===== config.mk =====
export PLATFORM = sky130hd
export DESIGN_NAME = ni_outstanding_tracker
export DESIGN_NICKNAME = d
export VERILOG_FILES = /design/src/rtl/ni_outstanding_tracker.sv
export SDC_FILE = /design/constraint.sdc
export NUM_CORES = 1
export LEC_CHECK = 0
export ABC_AREA = 1
export BUFFER_PORTS_ARGS = -buffer_cell sky130_fd_sc_hd__buf_2
export CAP_MARGIN = 5
export CORE_ASPECT_RATIO = 1.1
export CORE_MARGIN = 2
export CORE_UTILIZATION = 60
export DETAILED_ROUTE_END_ITERATION = 10
export PLACE_DENSITY_LB_ADDON = 0.2
export SYNTH_ARGS = -nofsm -noshare
export SYNTH_HDL_FRONTEND = slang
export SYNTH_SLANG_ARGS = --single-unit
export TNS_END_PERCENT = 5

===== constraint.sdc =====
create_clock -name clk_i -period 4.7 [get_ports clk_i]
set_input_delay 0.47 -clock clk_i [delete_from_list [all_inputs] [get_ports clk_i]]
set_output_delay 0.47 -clock clk_i [all_outputs]
set_load 0.05 [all_outputs]

===== src/rtl/ni_outstanding_tracker.sv =====
// Per-ID outstanding-transaction tracker for the NI initiator: separate read/write
// tables, same-ID same-target ordering, bounded per-ID depth and sticky underflow flag.
module ni_outstanding_tracker #(
  parameter int unsigned NUM_IDS     = 16,
  parameter int unsigned LOG_NUM_IDS = 4,
  parameter int unsigned CNT_WD      = 4,
  parameter int unsigned TARGET_WD   = 4
) (
  input  logic                   clk_i,
  input  logic                   rst_ni,
  input  logic                   issue_valid_i,
  input  logic                   issue_is_read_i,
  input  logic [LOG_NUM_IDS-1:0] issue_id_i,
  input  logic [TARGET_WD-1:0]   issue_target_i,
  output logic                   issue_grant_o,
  input  logic                   retire_valid_i,
  input  logic                   retire_is_read_i,
  input  logic [LOG_NUM_IDS-1:0] retire_id_i,
  output logic [NUM_IDS-1:0]     response_awaited_o,
  output logic                   wait_read_response_o,
  output logic                   idle_o,
  output logic                   err_underflow_o
);

  localparam logic [CNT_WD-1:0] MaxOuts = '1;

  logic [CNT_WD-1:0]    rd_cnt_q [NUM_IDS];
  logic [CNT_WD-1:0]    rd_cnt_d [NUM_IDS];
  logic [CNT_WD-1:0]    wr_cnt_q [NUM_IDS];
  logic [CNT_WD-1:0]    wr_cnt_d [NUM_IDS];
  logic [TARGET_WD-1:0] rd_tgt_q [NUM_IDS];
  logic [TARGET_WD-1:0] rd_tgt_d [NUM_IDS];
  logic [TARGET_WD-1:0] wr_tgt_q [NUM_IDS];
  logic [TARGET_WD-1:0] wr_tgt_d [NUM_IDS];
  logic                 err_q;
  logic                 err_d;

  logic [CNT_WD-1:0]    iss_cnt;
  logic [TARGET_WD-1:0] iss_tgt;
  logic [CNT_WD-1:0]    ret_cnt;
  logic [NUM_IDS-1:0]   rd_inc;
  logic [NUM_IDS-1:0]   rd_dec;
  logic [NUM_IDS-1:0]   wr_inc;
  logic [NUM_IDS-1:0]   wr_dec;
  logic [NUM_IDS-1:0]   rd_busy;

  // Grant uses pre-edge state only, so a same-cycle retire cannot unblock an issue.
  always_comb begin
    iss_cnt = issue_is_read_i ? rd_cnt_q[issue_id_i] : wr_cnt_q[issue_id_i];
    iss_tgt = issue_is_read_i ? rd_tgt_q[issue_id_i] : wr_tgt_q[issue_id_i];
    ret_cnt = retire_is_read_i ? rd_cnt_q[retire_id_i] : wr_cnt_q[retire_id_i];
    issue_grant_o = issue_valid_i && (iss_cnt != MaxOuts) &&
                    ((iss_cnt == '0) || (iss_tgt == issue_target_i));
  end

  always_comb begin
    rd_inc = '0;
    rd_dec = '0;
    wr_inc = '0;
    wr_dec = '0;
    for (int i = 0; i < int'(NUM_IDS); i++) begin
      rd_inc[i] = issue_grant_o && issue_is_read_i && (issue_id_i == LOG_NUM_IDS'(i));
      wr_inc[i] = issue_grant_o && !issue_is_read_i && (issue_id_i == LOG_NUM_IDS'(i));
      rd_dec[i] = retire_valid_i && retire_is_read_i &&
                  (retire_id_i == LOG_NUM_IDS'(i)) && (rd_cnt_q[i] != '0);
      wr_dec[i] = retire_valid_i && !retire_is_read_i &&
                  (retire_id_i == LOG_NUM_IDS'(i)) && (wr_cnt_q[i] != '0);
    end
  end

  // Issue and retire on the same counter cancel; target always follows the issue.
  always_comb begin
    rd_cnt_d = rd_cnt_q;
    wr_cnt_d = wr_cnt_q;
    rd_tgt_d = rd_tgt_q;
    wr_tgt_d = wr_tgt_q;
    err_d    = err_q || (retire_valid_i && (ret_cnt == '0));
    for (int i = 0; i < int'(NUM_IDS); i++) begin
      rd_cnt_d[i] = rd_cnt_q[i] + CNT_WD'(rd_inc[i]) - CNT_WD'(rd_dec[i]);
      wr_cnt_d[i] = wr_cnt_q[i] + CNT_WD'(wr_inc[i]) - CNT_WD'(wr_dec[i]);
      if (rd_inc[i]) rd_tgt_d[i] = issue_target_i;
      if (wr_inc[i]) wr_tgt_d[i] = issue_target_i;
    end
  end

  always_ff @(posedge clk_i or negedge rst_ni) begin
    if (!rst_ni) begin
      for (int i = 0; i < int'(NUM_IDS); i++) begin
        rd_cnt_q[i] <= '0;
        wr_cnt_q[i] <= '0;
        rd_tgt_q[i] <= '0;
        wr_tgt_q[i] <= '0;
      end
      err_q <= 1'b0;
    end else begin
      rd_cnt_q <= rd_cnt_d;
      wr_cnt_q <= wr_cnt_d;
      rd_tgt_q <= rd_tgt_d;
      wr_tgt_q <= wr_tgt_d;
      err_q    <= err_d;
    end
  end

  // Status outputs decode registered counters only.
  always_comb begin
    response_awaited_o = '0;
    rd_busy            = '0;
    for (int i = 0; i < int'(NUM_IDS); i++) begin
      rd_busy[i]            = (rd_cnt_q[i] != '0);
      response_awaited_o[i] = rd_busy[i] || (wr_cnt_q[i] != '0);
    end
    wait_read_response_o = |rd_busy;
    idle_o               = ~|response_awaited_o;
    err_underflow_o      = err_q;
  end

endmodule


==> After elaboration in Yosys (flattened, before gate mapping) <==
Cells that the tools add are included.
{ "word_totals": {"register_bits": 257, "input_bits": 18, "elab_cells": 348} }
{ "op_classes": {"add_sub_neg": 64, "order_cmp": 2, "eq_ne": 32, "mux": 21, "n_bitwise": 2, "n_reduce_logical": 162} }
{ "ops": {"columns": ["cell", "n"], "rows": [
  ["adder 4 x 1 -> 4 bit", 32],
  ["nonzero test 4 bit", 32],
  ["subtractor 4 x 1 -> 4 bit", 32],
  ["logical AND 1 bit", 103],
  ["binary-select mux 4 bit (select 4 bit)", 6],
  ["equality test 4 bit, second input constant", 16],
  ["two-way mux 4 bit", 15],
  ["equality test 4 x 3 -> 1 bit, second input constant", 8],
  ["OR reduction 16 bit", 2],
  ["logical OR 1 bit", 18],
  ["equality test 4 x 2 -> 1 bit, second input constant", 4],
  ["zero test 4 bit", 4],
  [">= comparator 5 bit, second input constant", 2],
  ["NOT 4 -> 5 bit", 2],
  ["equality test 4 x 1 -> 1 bit, second input constant", 2],
  ["equality test 4 bit", 1],
  ["!= test 4 bit, second input constant", 1],
  ["zero test 1 bit", 3]
]} }

==> Depth between registers and ports, before layout <==
Gate-level depths: netlist of run 1.
{ "logic_depth": {"word_depth": 12, "depth_mapped": 25, "ltp_nobuf": 22} }

==> Worst setup path after synthesis of run 1 <==
No wires, ideal clock.
{ "synth_timing": {"path_type": "flip-flop to output port", "start": "reg wr_cnt_q[50] (netlist name)", "end": "out idle_o", "t_arrival_ns": 3.184, "t_required_ns": 4.230, "slack_ns": 1.046, "path_stages_with_launch": 8, "path_cell_list": "dfrtp_1 -> inv_1 -> ha_1 -> nor3b_1 -> nand2_1 -> nor4_1 -> nand2_1 -> nor4b_1"} }
{ "synth_via": {"elab_chain_len": 4} }
{ "synth_rtl": {"columns": ["item", "line", "text"], "rows": [
  ["start: declaration", "29", "logic [CNT_WD-1:0] wr_cnt_q [NUM_IDS];"],
  ["start signal: assignment", "97", "wr_cnt_q <= wr_cnt_d;"],
  ["nonzero test 4 bit", "110", "response_awaited_o[i] = rd_busy[i] || (wr_cnt_q[i] != '0);"],
  ["logical OR 1 bit", "110", null],
  ["named net response_awaited_o[3]", "19", "output logic [NUM_IDS-1:0] response_awaited_o,"],
  ["OR reduction 16 bit", "113", "idle_o = ~|response_awaited_o;"],
  ["zero test 1 bit", "113", null],
  ["end: declaration", "21", "output logic idle_o,"]
]} }
The timed path passes the listed nets, and every way through them passes these cells.

==> results.tsv, run 1 <==
stage	metric	value	unit
route	vias_per_cell	6.048	
floorplanning	die_area	30250	um2
min_path	hold_path.class	in2reg	
yosys	postSynth.asyncResetShare	100.0	%
yosys	synthTopCellsByCount	nand2_1, dfrtp_1, inv_1, ha_1, nand4_1	
floorplanning	die_h	182.2	um
yosys	yosysWarningCount	0	
worst_setup_path	worstPathArrival	4.12	ns
global_routing	antenna_found_initial	0	
worst_setup_path	cp_max_fo	29	
clocking	cts_made_buffers	30	
cells_and_area	final_core_util	66.58	%
power_and_ir_drop	ir_worst_vdd	0.5040	mV
power_and_ir_drop	power-per-cell-area	542.1	nW/um2
route	wl_per_cell	20.08	um
clocking	root_buffer	clkbuf_16	
floorplanning	core_area	28550	um2
global_routing	grt_usage	33.90	%
cells_and_area	fillCellCount	2366	
placement	gp_congestion	0.9274	
yosys	synth_edf_count	0	
floorplanning	dieWidth	166.0	um
clocking	htreeDepth	1	
power_and_ir_drop	p_leak	9.940	nW
worst_setup_path	crit_path_end_kind	register	
worst_setup_path	critPathKind	in2reg	
floorplanning	rows	65	
route	initialDrtViolationCount	1567	
yosys	yosysMostFrequentCell	nand2_1	
route	ant_nets	0	
yosys	synth-seq-cells	257	
worst_setup_path	cp-start-kind	primary input	
job	cap_violations	0	
placement	hpwl	36360	um
clocking	clockBufferDepth	3	
worst_setup_path	cp.required	5.14	ns
global_routing	overflow	0	
yosys	netlist_area	17320	um2
yosys	syn_nets	2332	
sta	tightestPinTransition	1.052	ns
global_routing	grt_pass1_wl	81930	um
sta	final.period_utilization	78.29	%
floorplanning	pin_count	38	
cells_and_area	antenna_cells	0	
cells_and_area	final_net_count	2357	
sta	setup-violations-final	0	
yosys	yosys-top-cells-area	dfrtp_1, nand2_1, ha_1, nand4_1, inv_1	
placement	portBuffers	37	
sta	fin_tns_setup	0	ns
cells_and_area	drive_above_1_share	8.345	%
global_routing	grt_pass1_vias	15300	
clocking	post_cts_buffers	0	
sta	finalHoldViolCount	0	
clocking	cts_sinks	257	
yosys	ys.flop_type	dfrtp_1	
clocking	cts_tree	yes	
sta	max_freq	271.8	MHz
yosys	netlist_instances	2122	
route	dr_total_vias	15340	
yosys	synth_cell_types	40	
yosys	synth_top_area_share	37.13	%
sta	relSlewSlack	29.61	%
global_routing	grt_max_degree	103	
sta	slew_violations	0	
cells_and_area	areaGrowthSynthToFinish	9.715	%
sta	finClkSkew	0.01496	ns
clocking	clkTransAtPathRegs	0.06	ns
yosys	avgSynthCellArea	8.163	um2
route	remaining_drc_errors	0	
yosys	yosys.area.top_type	dfrtp_1	
clocking	insertion_delay	0.57	ns
route	drtPass1Iterations	8	
run_status	status	finished clean	
route	finalWirelength	50960	um
sta	min_period	3.680	ns
floorplanning	start_util	60.68	%
yosys	ys_seq_area_share	37.13	%
sta	rsz0062_at_grt	false	
[stage by stage]
| step | setup slack, ns | std cells | hold slack [ns] | cell area, um2 | power, W |
|---|---|---|---|---|---|
| after CTS | 1.058 | 2537 | 0.3896 | 19010 | 0.01027 |
| final | 1.020 | 2537 | 0.4115 | 19010 | 0.01030 |
| after global routing | 0.8469 | 2537 | 0.4351 | 19010 | 0.01100 |
| after detailed placement | 0.5193 | 2482 | 0.4662 | 17900 | 0.007637 |
| after global placement | 0.5640 | 2482 | 0.4479 | 17900 | 0.007410 |
| after floorplan | 1.046 | 2122 | 0.1744 | 17320 | 0.006568 |
[path summary, 6_finish.rpt]
path | depth (start not counted) | end | startpoint | slack, ns
worst max-delay path | 23 | rd_cnt_q[62] | issue_id_i[0] | 1.02
worst min-delay path | 5 | err_underflow_o | retire_id_i[3] | 0.41
worst max register to register | 15 | rd_cnt_q[62] | wr_cnt_q[5] | 1.16
worst min register to register | 2 | rd_tgt_q[61] | rd_tgt_q[61] | 0.48
max in group asynchronous | 3 | wr_tgt_q[22] | rst_ni | 3.05
min in group asynchronous | 2 | wr_cnt_q[7] | rst_ni | 0.54
[power breakdown]
| part | leakage [nW] | switching (W) | internal, W | total (W) |
|---|---|---|---|---|
| sequential | 3.28 | 0.000728 | 0.00298 | 0.00371 |
| combinational | 6.12 | 0.00231 | 0.00169 | 0.00400 |
| clock | 0.537 | 0.000976 | 0.00162 | 0.00259 |
[cell usage in the layout (no fill, tap or decap), types with 5 or more instances in the layout]
cell type / netlist / routed
o22ai_1: 9 / 9
o41ai_1: 28 / 28
bufinv_16: 0 / 6
nand3_1: 46 / 46
a22oi_1: 24 / 24
buf_2: 26 / 35
nand2_1: 745 / 745
xor2_1: 11 / 11
fa_1: 32 / 32
o21ai_1: 6 / 6
inv_1: 229 / 228
clkbuf_8: 0 / 6
nand4_4: 30 / 30
clkinv_2: 0 / 7
buf_4: 9 / 46
nor2_1: 107 / 106
ha_1: 160 / 160
xnor2_1: 53 / 53
nor3_1: 33 / 33
nor3b_1: 13 / 13
nand4_1: 151 / 151
o21ai_0: 5 / 5
clkbuf_16: 0 / 31
dfrtp_1: 257 / 257
a21oi_1: 59 / 59
[per-layer routing]
metal	track usage [%]	wire (um)	vias to the layer above
met2	56.50	24050	738
met3	5.747	4120	174
met1	43.22	19920	7375
met5	0	0	-
li1	-	-	7057
met4	16.31	2864	0
[flip-flops by register name, summed over array words and instances (netlist names)]
| signal | cells |
|---|---|
| rd_cnt_q | 64 |
| rd_tgt_q | 64 |
| wr_cnt_q | 64 |
| wr_tgt_q | 64 |
| err_underflow_o | 1 |
[final cells by class]
type,count,area [um2],share of cell area (%)
clock buffers,40,869.6,4.575
clock inverters,14,225.2,1.185
inverters,237,893.4,4.700
multi-input cells,1534,9500,49.99
flip-flops and latches,257,6431,33.84
well taps,368,460.4,2.423
repair buffers,87,625.6,3.292
[worst max-delay path, stage by stage]
cell and delay (ns):
buf_2 0.16, inv_4 0.19, buf_4 0.37, nand2_1 0.09, nand2_1 0.07, nand2_1 0.07
nand2_1 0.08, nand2_1 0.06, nand2_1 0.09, nor2_1 0.04, nand2_1 0.09, nand2_1 0.05
nand2_1 0.05, nand2_1 0.06, nor2_1 0.14, nand2_1 0.15, nand2_2 0.14, nand4_1 0.42
ha_1 0.51, inv_1 0.04, ha_1 0.20, fa_1 0.38, xor2_1 0.17
[kinds of logic (layout without fill, tap and decap cells)]
family	after synthesis	after routing	synth area share, %
AOI/OAI and AO/OA	137	137	5.078
xor gates and xnor gates	64	64	3.236
adders and majority gates	192	192	15.25
buffers and inverters	331	378	8.176
DFF	257	257	37.13
and+or+nand+nor	1141	1141	31.13
[timing repair]
| action | 4_1_cts | 5_1_grt |
|---|---|---|
| hold buffers | 1 | 0 |
| gates resized for setup | 0 | 0 |
| endpoints found under the hold margin | 24 | 0 |
Power figures use the tool's default switching activity.
==> inputs of run 2 (changes only) <==
==> constraint.sdc (replaced) <==
create_clock -name clk_i -period 3.8 [get_ports clk_i]
set_input_delay 0.38 -clock clk_i [delete_from_list [all_inputs] [get_ports clk_i]]
set_output_delay 0.38 -clock clk_i [all_outputs]
set_load 0.05 [all_outputs]
==> results.tsv, run 2 (synthesis results as in run 1) <==
stage	metric	value	unit	change
min_path	min_from	issue_target_i[0]		
sta	tightestPinTransition	0.9663	ns	-0.08556 ns
floorplanning	start_util	60.68	%	unchanged
route	vias_per_cell	5.979		-1.1%
sta	rsz0062_at_grt	false		
cells_and_area	antenna_cells	0		unchanged
power_and_ir_drop	power_frac_comb	40.2	%	+1.4 points
cells_and_area	fillCellCount	2320		-1.9%
clocking	cts_made_buffers	29		-3.3%
cells_and_area	seqCellArea	6431	um2	unchanged
worst_setup_path	cp-start-kind	register		
global_routing	grt_max_degree	119		+16%
min_path	hold_path_end	wr_tgt_q[40]		
sta	max_freq	296.8	MHz	
floorplanning	die_area	30250	um2	unchanged
clocking	post_cts_buffers	0		unchanged
worst_setup_path	timing.rr.end	rd_cnt_q[46]		
global_routing	grt_pass1_wl	81280	um	-0.80%
cells_and_area	final_cell_mix	nand2_1, dfrtp_1, inv_1		
cells_and_area	final_core_util	67.83	%	+1.3 points
power_and_ir_drop	p_seq_share	37.0	%	+1.0 points
placement	postPlaceCellArea	18410	um2	+2.9%
sta	setup-violations-final	0		unchanged
power_and_ir_drop	ir_worst_vdd	0.5218	mV	+3.5%
placement	portBuffers	37		unchanged
clocking	insertion_delay	0.57	ns	about the same
route	drtPass1Iterations	5		-3
clocking	cts.repair.resized	0		unchanged
cells_and_area	stdcell_area	19360	um2	+1.9%
worst_setup_path	cp.required	4.24	ns	-0.90 ns
clocking	htreeDepth	1		unchanged
floorplanning	dieWidth	166.0	um	unchanged
cells_and_area	final-instance-count-excl-fill	2585		+1.9%
clocking	root_buffer	clkbuf_16		
sta	fin_tns_setup	0	ns	unchanged
route	remaining_drc_errors	0		unchanged
power_and_ir_drop	power.total	0.01231	W	+20%
placement	hpwl	36860	um	+1.4%
cells_and_area	multi_input_area	9500	um2	unchanged
floorplanning	die_h	182.2	um	unchanged
sta	min_period	3.369	ns	
sta	slew_violations	0		unchanged
cells_and_area	drive_above_1_share	10.28	%	+1.9 points
worst_setup_path	cp_max_fo	17		-41%
route	wl_per_cell	19.59	um	-2.5%
floorplanning	pin_count	38		unchanged
worst_setup_path	critPathKind	reg2reg		
worst_setup_path	worstPathCellList	inv_1 -> nor2_1 -> a21oi_1 -> nand2_1 -> nand2_1 -> nand3_1 -> nor2_1 -> nor2_1 -> nand2_1 -> nor2_1 -> nor2_4 -> buf_12 -> nand4_4 -> ha_1 -> inv_1 -> ha_1 -> inv_1 -> fa_1 -> xnor2_1		
power_and_ir_drop	power.share.switching	39.65	%	+0.68 points
power_and_ir_drop	p_leak	10.14	nW	+2.0%
power_and_ir_drop	power-per-cell-area	635.9	nW/um2	+17%
sta	relSlewSlack	35.42	%	+5.8 points
floorplanning	rows	65		unchanged
placement	dp.cells	2532		+2.0%
power_and_ir_drop	clockPowerShare	22.7	%	-2.5 points
sta	final.period_utilization	88.66	%	
clocking	clkTransAtPathRegs	0.06	ns	about the same
global_routing	overflow	0		unchanged
placement	gp_congestion	0.9388		+1.2%
power_and_ir_drop	p_sw	0.004883	W	+22%
global_routing	grt_usage	33.74	%	-0.15 points
run_status	status	finished clean		
cells_and_area	final_net_count	2406		+2.1%
job	cap_violations	0		unchanged
worst_setup_path	r2r_setup_slack	0.43	ns	-0.73 ns
worst_setup_path	crit_top_cell	nor2_1		
global_routing	grt_pass1_vias	15230		-0.47%
clocking	clockBufferDepth	3		unchanged
global_routing	antenna_found_initial	0		unchanged
clocking	cts_sinks	257		unchanged
worst_setup_path	crit_path_end_kind	register		
worst_setup_path	regToRegStartpoint	rd_cnt_q[1]		
worst_setup_path	reg2reg_depth	19		+4
worst_setup_path	worst_path_max_delay_cell	dfrtp_1		
sta	finClkSkew	0.01658	ns	+0.001614 ns
power_and_ir_drop	p_int	0.007431	W	+18%
min_path	hold_path.class	in2reg		
cells_and_area	areaGrowthSynthToFinish	11.78	%	
route	dr_total_vias	15460		+0.72%
route	ant_nets	0		unchanged
sta	finalHoldViolCount	0		unchanged
route	finalWirelength	50640	um	-0.62%
route	initialDrtViolationCount	1610		+2.7%
worst_setup_path	worstPathArrival	3.80	ns	-0.32 ns
cells_and_area	layout_commonest_cell	nand2_1		
clocking	cts_tree	yes		
worst_setup_path	max_stage_delay	0.45	ns	-0.06 ns
min_path	hold_depth	3		-2
floorplanning	core_area	28550	um2	unchanged
-- run 2: cell types whose count changed in the layout (fill, tap and decap cells not counted), sizes merged --
cell	before	now
buf	86	136
clkbuf	40	41
inv	232	233
bufinv	6	1
clkinv	11	12
-- run 2: repair_timing --
action / CTS / global route
setup endpoints to repair: 0 / 0
hold buffers: 1 / 0
endpoints found under the hold margin: 102 / 0
-- run 2: cell type report --
cell class,count,area share [%]
clock buffer,41,4.394
clock inverter,11,0.4588
inverter,237,4.614
multi-input combinational,1534,49.06
sequential,257,33.21
tap,368,2.378
timing repair buffer,137,5.880
-- run 2: worst max-delay path by stage --
| stage | from | cells past startpoint | slack (ns) | endpoint |
|---|---|---|---|---|
| 4_1_cts | rd_cnt_q[25] | 19 | 0.44 | rd_cnt_q[46] |
| 3_5_place_dp | issue_id_i[0] | 21 | -0.001 | wr_cnt_q[38] |
| 2_1_floorplan | wr_cnt_q[50] | 7 | 0.24 | idle_o |
| 6_report | rd_cnt_q[1] | 19 | 0.43 | rd_cnt_q[46] |
| 3_3_place_gp | issue_id_i[0] | 21 | 0.04 | wr_cnt_q[2] |
| 5_1_grt | issue_id_i[0] | 22 | 0.24 | wr_cnt_q[38] |
-- run 2: metal layers --
layer  up-vias  wire [um]  part of all wire, %  global-route usage (%)
met5         -          0                    0                       0
met4         0       2659                  5.3                   16.31
met3       161       3722                  7.4                   3.904
met2       703      23740                   47                   55.22
met1      7450      20520                   41                   45.06
li1       7141          -                    -                       -
-- run 2: critical path: cells and delay by family, from the launching register on --
family,cells,cell delay [ns]
AOI/OAI and AO/OA,1,0.14
xor gates and xnor gates,1,0.16
adders and majority gates,3,0.86
buffers and inverters,4,0.52
DFF,1,0.45
and+or+nand+nor,10,1.10
-- run 2: per-stage QoR --
step                hold slack, ns  setup WS, ns
CTS                         0.1342        0.4384
global route                0.1467        0.2402
detailed placement          0.4657     -0.001182
floorplan                  0.08441        0.2358
finish                      0.1544        0.4309
global placement            0.4620       0.03704
-- run 2: power groups by stage --
| stage | Sequential, W | Combinational [W] | Clock, W |
|---|---|---|---|
| floorplan | 0.00431 | 0.00382 | 0 |
| global placement | 0.00454 | 0.00466 | 0 |
| detailed placement | 0.00456 | 0.00491 | 0 |
| CTS | 0.00453 | 0.00494 | 0.00282 |
| global route | 0.00467 | 0.00560 | 0.00294 |
| finish | 0.00456 | 0.00496 | 0.00280 |
==> inputs of run 3 (changes only) <==
==> constraint.sdc (replaced) <==
create_clock -name clk_i -period 3.15 [get_ports clk_i]
set_input_delay 0.315 -clock clk_i [delete_from_list [all_inputs] [get_ports clk_i]]
set_output_delay 0.315 -clock clk_i [all_outputs]
set_load 0.05 [all_outputs]
==> results.tsv, run 3 (synthesis results as in run 1) <==
stage	metric	value	unit	change
clocking	clkTransAtPathRegs	0.06	ns	about the same
sta	finClkSkew	0.01124	ns	-0.005334 ns
worst_setup_path	crit_top_cell	nand2_1		
cells_and_area	final_cell_mix	nand2_1, dfrtp_1, inv_1		
floorplanning	die_area	30250	um2	unchanged
route	ant_nets	0		unchanged
clocking	htreeDepth	1		unchanged
power_and_ir_drop	power.total	0.01627	W	+32%
sta	max_freq	321.4	MHz	+8.3%
min_path	min_from	issue_target_i[2]		
sta	setup_slack	0.03896	ns	-0.3919 ns
worst_setup_path	timing.rr.end	wr_cnt_q[6]		
clocking	cts_made_buffers	29		unchanged
sta	relSlewSlack	46.86	%	+11 points
min_path	hold_depth	3		unchanged
min_path	hold_path_end	wr_tgt_q[6]		
min_path	hold_path.class	in2reg		
sta	min_period	3.111	ns	-0.2581 ns
worst_setup_path	max_stage_delay	0.40	ns	-0.05 ns
sta	rsz0062_at_grt	true		
cells_and_area	final_net_count	2509		+4.3%
global_routing	grt_usage	34.87	%	+1.1 points
clocking	clockBufferDepth	3		unchanged
job	cap_violations	0		unchanged
worst_setup_path	crit_path_end_kind	register		
power_and_ir_drop	power-per-cell-area	778.2	nW/um2	+22%
global_routing	antenna_found_initial	1		+1
worst_setup_path	worstPathCellList	inv_2 -> nor2_1 -> a21oi_1 -> nand2_1 -> nand2_1 -> nand2_2 -> nor2_1 -> nand2_1 -> nand2_2 -> inv_2 -> nand2_1 -> nor2_2 -> nor2_4 -> buf_12 -> buf_12 -> nand4_4 -> ha_4 -> inv_1 -> ha_1 -> fa_2 -> xor2_1		
route	wl_per_cell	20.31	um	+3.7%
worst_setup_path	worst_path_max_delay_cell	dfrtp_1		
placement	portBuffers	37		unchanged
clocking	root_buffer	clkbuf_16		
cells_and_area	final-instance-count-excl-fill	2687		+3.9%
route	finalWirelength	54570	um	+7.8%
worst_setup_path	r2r_setup_slack	0.04	ns	-0.39 ns
route	initialDrtViolationCount	1767		+9.8%
global_routing	grt_max_degree	101		-15%
route	dr_total_vias	16080		+4.0%
power_and_ir_drop	p_leak	10.73	nW	+5.8%
sta	finalHoldViolCount	0		unchanged
route	remaining_drc_errors	0		unchanged
route	drtPass1Iterations	6		+1
cells_and_area	drive_above_1_share	18.29	%	+8.0 points
global_routing	grt_pass1_vias	15860		+4.1%
route	vias_per_cell	5.984		about the same
cells_and_area	layout_commonest_cell	nand2_1		
power_and_ir_drop	ir_worst_vdd	0.7075	mV	+36%
clocking	insertion_delay	0.56	ns	about the same
sta	final.period_utilization	98.76	%	+10 points
worst_setup_path	cp.required	3.61	ns	-0.63 ns
worst_setup_path	worstPathArrival	3.57	ns	-0.23 ns
cells_and_area	areaGrowthSynthToFinish	20.68	%	
floorplanning	core_area	28550	um2	unchanged
worst_setup_path	cp-start-kind	register		
cells_and_area	fillCellCount	2097		-9.6%
sta	slew_violations	0		unchanged
clocking	cts_tree	yes		
floorplanning	dieWidth	166.0	um	unchanged
sta	hold_slack	0.1811	ns	+0.02670 ns
floorplanning	pin_count	38		unchanged
worst_setup_path	reg2reg_depth	21		+2
run_status	status	finished clean		
worst_setup_path	cp_max_fo	8		-9
floorplanning	rows	65		unchanged
worst_setup_path	critPathKind	reg2reg		
sta	setup-violations-final	0		unchanged
global_routing	overflow	0		unchanged
placement	dp.cells	2620		+3.5%
clocking	cts_sinks	257		unchanged
placement	gp_congestion	0.9791		+4.3%
floorplanning	start_util	60.68	%	unchanged
sta	tightestPinTransition	0.7971	ns	-0.1693 ns
global_routing	grt_pass1_wl	83880	um	+3.2%
worst_setup_path	regToRegStartpoint	wr_cnt_q[35]		
placement	pre_cts_ws	-0.5510	ns	-0.5499 ns
placement	hpwl	38290	um	+3.9%
floorplanning	die_h	182.2	um	unchanged
-- run 3: cell count changes in the layout (fill, tap and decap cells not counted), sizes merged --
cell,change
buf,+98
bufinv,+5
clkbuf,+4
clkinv,-4
clkinvlp,-1
diode,+1
inv,-1
-- run 3: worst max path at each step --
stage                        from            to  slack, ns  cells after the start
finish               wr_cnt_q[35]   wr_cnt_q[6]       0.04                     21
detailed placement  issue_id_i[0]  rd_cnt_q[46]      -0.55                     23
global route         rd_cnt_q[44]  rd_cnt_q[58]      -0.09                     18
CTS                  wr_cnt_q[35]   wr_cnt_q[6]      -0.03                     20
global placement    issue_id_i[0]  rd_cnt_q[46]      -0.49                     19
floorplan           issue_id_i[1]  rd_cnt_q[34]      -0.01                     21
-- run 3: layout make-up --
type | instances | area, um2 | share of cell area (%)
inverters | 237 | 893.4 | 4.273
repair buffers | 240 | 2044 | 9.780
diodes | 1 | 2.502 | 0.01197
flip-flops and latches | 257 | 6431 | 30.76
clock buffers | 40 | 827.0 | 3.956
multi-input cells | 1534 | 10040 | 48.04
clock inverters | 10 | 202.7 | 0.9696
well taps | 368 | 460.4 | 2.203
-- run 3: where the power goes --
part	leakage, nW	internal [W]	switching, W	total [W]
combinational	6.95	0.00318	0.00397	0.00715
clock	0.503	0.00230	0.00143	0.00373
sequential	3.28	0.00445	0.000936	0.00539
total	10.7	0.00994	0.00633	0.0163
-- run 3: metrics by stage --
stage          instance area [um2]  TNS [ns]  util [%]
6_report                     20910         0     73.23
5_1_grt                      20910    -1.681     73.23
4_1_cts                      20230  -0.02863     70.87
3_5_place_dp                 19110    -38.72     66.93
3_3_place_gp                 19110    -32.93     66.93
2_1_floorplan                17330  -0.01394         -
-- run 3: repair_timing --
action                                  in CTS  in global routing
gates resized for setup                     12                 90
gates cloned                                 1                  4
endpoints found under the hold margin       97                  0
pin swaps                                    4                 36
hold buffers                                 1                  0
endpoints found under the setup margin      31                 64
setup buffers                                0                 10
-- run 3: routing by layer --
| metal | GRT usage [%] | up-vias | part of all wire (%) |
|---|---|---|---|
| met4 | 17.63 | 0 | 5.2 |
| met5 | 0 | - | 0 |
| met3 | 4.533 | 191 | 7.1 |
| li1 | - | 7346 | - |
| met2 | 58.34 | 775 | 49 |
| met1 | 44.85 | 7768 | 39 |
-- run 3: worst max-delay path: cells and delay by family, from the launching register on --
family,cells,cell delay (ns)
buffers and inverters,5,0.45
XOR/XNOR,1,0.22
AND/OR/NAND/NOR,11,0.92
AO/OA/AOI/OAI,1,0.12
flip-flops,1,0.40
adder cells (fa/ha/maj),3,0.88
